File: config.mk
export PLATFORM = sky130hd
export DESIGN_NAME = adder_arb
export DESIGN_NICKNAME = d
export VERILOG_FILES = /design/src/rtl/adder_arb_pkg.sv /design/src/rtl/b16_adder.sv /design/src/rtl/adder_arb.sv
export SDC_FILE = /design/constraint.sdc
export NUM_CORES = 1
export LEC_CHECK = 0
export CAP_MARGIN = 20
export CORE_UTILIZATION = 53
export CTS_CLUSTER_DIAMETER = 50
export CTS_CLUSTER_SIZE = 24
export DETAILED_ROUTE_END_ITERATION = 8
export PLACE_DENSITY = 0.93
export SLEW_MARGIN = 25
export SYNTH_ARGS = -nofsm -noshare
export SYNTH_HDL_FRONTEND = slang
export SYNTH_HIERARCHICAL = 1
export SYNTH_SLANG_ARGS = --single-unit
File: constraint.sdc
create_clock -name clk -period 6.8 [get_ports clk]
set_clock_uncertainty 0.1 [all_clocks]
set_input_delay 1.36 -clock clk [delete_from_list [all_inputs] [get_ports clk]]
set_output_delay 1.36 -clock clk [all_outputs]
set_load 0.03 [all_outputs]
File: src/rtl/adder_arb_pkg.sv
// rtl/adder_arb_pkg.sv - shared state encodings and id width for adder_arb
package adder_arb_pkg;

    localparam int ID_W   = 1;
    localparam int DATA_W = 16;

    typedef enum logic [1:0] {
        IDLE = 2'd0,
        CALC = 2'd1,
        RESP = 2'd2
    } state_t;

    typedef logic [ID_W-1:0] req_id_t;

endpackage

File: src/rtl/b16_adder.sv
// rtl/b16_adder.sv - 16-bit adder with carry out
module b16_adder (
    output logic [15:0] sum,
    output logic        carry,
    input  logic [15:0] a,
    input  logic [15:0] b
);

    assign {carry, sum} = {1'b0, a} + {1'b0, b};

endmodule

File: src/rtl/adder_arb.sv
// rtl/adder_arb.sv - two-requester arbiter sharing one 16-bit adder
module adder_arb
    import adder_arb_pkg::*;
#(
    parameter int PRIO_FIXED = 0
) (
    input  logic        clk,
    input  logic        rst,
    input  logic        req0_valid,
    input  logic [15:0] req0_a,
    input  logic [15:0] req0_b,
    output logic        req0_ready,
    input  logic        req1_valid,
    input  logic [15:0] req1_a,
    input  logic [15:0] req1_b,
    output logic        req1_ready,
    output logic        rsp_valid,
    output logic        rsp_id,
    output logic [15:0] rsp_sum,
    output logic        rsp_carry,
    input  logic        rsp_ready
);

    state_t      state;
    req_id_t     last_grant;
    req_id_t     grant;
    req_id_t     op_id;
    logic [15:0] op_a;
    logic [15:0] op_b;
    logic [15:0] add_sum;
    logic        add_carry;
    logic        accept;

    // On a tie, round-robin favours whoever did not win the last accepted grant.
    always_comb begin
        grant = 1'b0;
        if (req0_valid && req1_valid) begin
            grant = (PRIO_FIXED != 0) ? 1'b0 : ~last_grant;
        end else if (req1_valid) begin
            grant = 1'b1;
        end
    end

    assign req0_ready = !rst && (state == IDLE) && req0_valid && (grant == 1'b0);
    assign req1_ready = !rst && (state == IDLE) && req1_valid && (grant == 1'b1);
    assign accept     = req0_ready || req1_ready;

    b16_adder u_adder (
        .sum   (add_sum),
        .carry (add_carry),
        .a     (op_a),
        .b     (op_b)
    );

    always_ff @(posedge clk or posedge rst) begin
        if (rst) begin
            state      <= IDLE;
            last_grant <= 1'b1;
            op_id      <= 1'b0;
            op_a       <= 16'h0000;
            op_b       <= 16'h0000;
            rsp_valid  <= 1'b0;
            rsp_id     <= 1'b0;
            rsp_sum    <= 16'h0000;
            rsp_carry  <= 1'b0;
        end else begin
            case (state)
                IDLE: begin
                    if (accept) begin
                        op_a       <= grant ? req1_a : req0_a;
                        op_b       <= grant ? req1_b : req0_b;
                        op_id      <= grant;
                        last_grant <= grant;
                        state      <= CALC;
                    end
                end
                CALC: begin
                    rsp_sum   <= add_sum;
                    rsp_carry <= add_carry;
                    rsp_id    <= op_id;
                    rsp_valid <= 1'b1;
                    state     <= RESP;
                end
                RESP: begin
                    if (rsp_ready) begin
                        rsp_valid <= 1'b0;
                        state     <= IDLE;
                    end
                end
                default: state <= IDLE;
            endcase
        end
    end

endmodule

---- After elaboration in Yosys (flattened, before gate mapping) ----
Index checks and enable logic that the tools add are counted.
operators by class
  multiplexer cells ....................... 9
  $add $sub $neg .......................... 1
  div/mod/pow operators ................... 0
  $mul .................................... 0
  shifts and indexed selects .............. 0
  order comparisons ....................... 0
  bitwise gates (word level) .............. 2
  reductions and logical operators ........ 13
  equal/unequal tests ..................... 4
operators by type and width
  kind                                                              count
  16-bit 2-to-1 mux                                                 2
  16-bit by 16-bit adder with 17-bit output                         1
  1-bit logical AND                                                 6
  2-bit case mux with 3 select lines                                1
  2-bit AND reduction                                               3
  2-bit 2-to-1 mux                                                  2
  2-bit inequality test (second input constant)                     2
  1-bit 2-to-1 mux                                                  3
  2-bit by 1-bit == test with 1-bit output (second input constant)  1
  2-bit == test (second input constant)                             1
  2-bit logical NOT                                                 1
  1-bit inverter                                                    2
  1-bit case mux with 2 select lines                                1
  2-bit nonzero test                                                1
  1-bit logical NOT                                                 1
  1-bit logical OR                                                  1
storage, ports and cells
  word-level logic and storage cells ...... 38
  memory bits (writable) .................. 0
  register bits ........................... 55
  latch bits .............................. 0
  output and inout bits ................... 21
  memories ................................ 0
  ROM bits ................................ 0

---- Longest topological paths before layout ----
  depth in word-level cells ............... 7
  gate-level depth with buffers ........... 8
  mapped depth without buffers ............ 8

---- By module ----
The synthesis kept the hierarchy.
modules (own cells, without submodules)
  module     instances  area an instance (µm²)  cells an instance
  adder_arb  1          2595.0                  177
  b16_adder  1          855.8                   110

---- Worst setup path after synthesis ----
Ideal clock, no wire load.
  path kind ............................... input -> output
  start point ............................. input port req1_valid
  end point ............................... output port req0_ready
  data arrival time ....................... 2.452 ns
  required time ........................... 5.340 ns
  setup slack ............................. 2.888 ns
  path buffers ............................ 2
  cell stages on the path ................. 4
  cells stage by stage .................... nor2b_1 -> buf_2 -> clkbuf_1 -> nor3_1
on the way
  longest elaborated chain between the ends .. 4
  elaborated cells between the ends (all ways) .. 5
  those cells by class .................... mux: 2; bitwise: 1; reduce/logical: 2
RTL lines
  item                                                   line                              RTL
  start: declaration                                     adder_arb.sv:13                   input logic req1_valid,
  1-bit 2-to-1 mux or 1-bit logical AND (tied branches)  adder_arb.sv:39, adder_arb.sv:37
  1-bit 2-to-1 mux (*)                                   adder_arb.sv:37                   if (req0_valid && req1_valid) begin
  1-bit inverter (*)                                     adder_arb.sv:44                   assign req0_ready = !rst && (state == IDLE) && req0_valid && (grant == 1'b0);
  1-bit logical AND (*)                                  adder_arb.sv:44
  end: declaration                                       adder_arb.sv:12                   output logic req0_ready,
Mark *: on every way between the ends. The rest lies on a longest branch, timed or not.

---- Final worst setup path ----
  start point ............................. input port req1_valid
  end point ............................... output port req1_ready
on the way
  longest elaborated chain between the ends .. 3
  elaborated cells between the ends (all ways) .. 5
  those cells by class .................... mux: 2; reduce/logical: 3
RTL lines
  item                                                   line                              RTL
  1-bit 2-to-1 mux or 1-bit logical AND (tied branches)  adder_arb.sv:39, adder_arb.sv:37
  1-bit 2-to-1 mux                                       adder_arb.sv:37
  1-bit logical AND (*)                                  adder_arb.sv:45                   assign req1_ready = !rst && (state == IDLE) && req1_valid && (grant == 1'b1);
  end: declaration                                       adder_arb.sv:16                   output logic req1_ready,
Marked as above.

==> flow_summary.yaml <==
drt:
  routed-wl-met2_mm: 4.07
  wl_mm: 7.98
  first_pass_iters: 4
  num_vias: 2696
  remaining_drc_errors: 0
  wl_per_cell_microns: 18.2
  wl_met1_mm: 3.44
  top_layer_used: "met4"
  dr_wl_met3_microns: 342
  vias_per_cell: 6.16
  drt_iter0_markers: 179
  postRouteAntennaNets: 0
finish:
  antenna_cells: 0
  area_delta_synth_final_pct: 28.5
  final_common_cell: "clkdlybuf4s50_1"
  drive_gt1_share_pct: 19.9
  layout.cells.most_common_list: "clkdlybuf4s50_1 (89), dfrtp_1 (54), o32ai_1 (32)"
  finalNetCount: 446
  final_util_pct: 70.2
clock_tree:
  tritoncts: "built"
  ctsRootBufferMaster: "clkbuf_8"
  insertion_delay_ns: 0.30
  htreeDepth: 2
  numCtsBuffers: 5
  post_cts_buffers: 0
  path_clk_slew_ns: 0.09
  clockBufferDepth: 2
  post_cts_resized: 0
  cts_sinks: 55
  postCtsHoldBufs: 0
timing:
  relSlewSlack_pct: 53.8
  fmax_mhz: 212
  drv_slew: 0
  hold_viol_final: 0
  period_share_pct: 69.3
  period_minus_slack_ns: 4.71
  timing.setup.tns_ns: 0
  rsz0062_at_grt: "false"
  tightest_slew_ns: 0.693
  setup_viol: 0
synth:
  syn_inst: 287
  synth.area.top_cells: "dfrtp_1 (39%), a2bb2oi_2 (13%), o32ai_1 (8.1%)"
  synth-seq-area-share_pct: 39.9
  syn_area_per_cell_sq_um: 12.0
  synth_cell_types: 54
  async_flop_share_pct: 100
  syn_area_sq_mm: 0.00345
  synth_edf_count: 0
  synth-warning-count: 6
  synth_nets: 373
  yosys.area.top_type: "dfrtp_1"
  yosys_register_bits: 55
  ys.flop_type: "dfrtp_1"
  synth_top_area_share_pct: 39.2
worst_setup_path:
  crit_required_ns: 5.34
  path_class: "in2out"
  arrival_ns: 3.25
  crit_path_end_kind: "output pin"
  worst_setup_path_start_kind: "primary input"
  cp_max_fo: 33
floorplan:
  start_util_pct: 54.7
  dieArea_sq_mm: 0.00684
  pin_count: 90
  die_x_microns: 82.7
  rows: 29
  core-area_sq_mm: 0.00631
  fp.dieH_microns: 82.7
global_routing:
  grt_pass1_vias: 2708
  grt_remaining_overflow: 0
  antenna_found_initial: 0
  grt_usage_pct: 25.7
  grt_pass1_wl_mm: 13.1
  grt_max_degree: 56
job:
  drv_cap: 0
placed_design:
  gp_congestion: 0.906
  place_hpwl_mm: 5.78
  io_buffers: 89
worst_hold_path:
  min_path_type: "reg2reg"
pwr:
  p_per_area_mw_per_mm2: 510
  vdd_drop_max_mv: 0.316
  p_leak_nw: 1.70
run_status:
  status: "finished, final reports clean"
Yosys cell counts, types with 3 or more instances:
cell,n
and3_1,4
buf_2,13
xor2_1,4
xnor2_1,6
nor4_1,3
clkbuf_1,9
a2bb2oi_2,29
mux2_2,18
a21o_1,9
nor2_1,7
nand3_1,3
dfrtp_1,54
nor2b_1,4
a211oi_1,4
o211ai_1,3
a2bb2oi_1,3
nor3_1,4
o21ai_0,5
ha_1,16
buf_12,3
inv_1,6
a21oi_1,8
o32ai_1,32
nand2_1,4
worst max-delay path: stages:
cell and delay (ns):
clkdlybuf4s50_1 0.51, a21bo_2 0.45, nor2_1 0.22, clkdlybuf4s50_1 0.70
flip-flops by register name (all words and copies together) (netlist names):
signal / count
rsp_sum: 16
op_id: 1
op_a: 16
rsp_carry: 1
rsp_valid: 1
state: 2
last_grant: 1
op_b: 16
rsp_id: 1
area by class of cell:
class	instances	area [sq um]
Timing Repair Buffer	93	921
Inverter	7	28.8
Sequential cell	55	1380
Multi-Input combinational cell	198	1880
Clock inverter	2	60.1
Tap cell	77	96.3
Clock buffer	6	72.6
Fill cell	459	1880
path summary, 6_finish.rpt:
kind | start | to | slack (ns) | depth (start not counted)
setup / recovery | req1_valid | req1_ready | 2.09 | 4
hold / removal | rsp_sum[7]$_DFFE_PP0P_ | rsp_sum[7]$_DFFE_PP0P_ | 0.41 | 1
setup reg to reg | op_a[0]$_DFFE_PP0P_ | rsp_carry$_DFFE_PP0P_ | 3.95 | 8
hold reg to reg | rsp_sum[7]$_DFFE_PP0P_ | rsp_sum[7]$_DFFE_PP0P_ | 0.41 | 1
max in group asynchronous | rst | op_b[6]$_DFFE_PP0P_ | 4.63 | 2
min in group asynchronous | rst | op_a[3]$_DFFE_PP0P_ | 1.54 | 2
layer usage:
| layer | track usage, % | vias to the layer above |
|---|---|---|
| met3 | 5.49 | 12 |
| li1 | - | 1284 |
| met5 | 0 | - |
| met2 | 44.7 | 76 |
| met4 | 7.41 | 0 |
| met1 | 32.0 | 1324 |
logic make-up (layout without fill, tap and decap cells):
family                     count (synthesis)  in the layout  synth area share [%]
AOI/OAI and AO/OA                        115            115                  32.8
muxes                                     18             18                  5.87
DFF                                       55             55                  39.9
and+or+nand+nor                           38             38                  6.56
buffers and inverters                     34            108                  5.91
xor gates and xnor gates                  10             10                  2.54
adders and majority gates                 17             17                  6.38
where the power goes:
part | switching, mW | internal [mW] | leakage, nW
clock network | 0.105 | 0.147 | 0.0654
registers | 0.120 | 0.482 | 0.612
logic | 0.737 | 0.670 | 1.03
through the flow:
stage / hold WS, ns / instance area [sq um] / power, mW / instances / setup WS [ns]
after floorplan: 0.372 / 3450 / 1.65 / 287 / 2.89
after global placement: 0.391 / 4300 / 1.96 / 430 / 2.14
after detailed placement: 0.395 / 4300 / 2.00 / 430 / 2.11
after CTS: 0.416 / 4430 / 2.26 / 438 / 2.10
after global routing: 0.436 / 4430 / 2.42 / 438 / 2.00
final: 0.413 / 4430 / 2.26 / 438 / 2.09
Note: power is estimated with default switching activity, not from simulation.
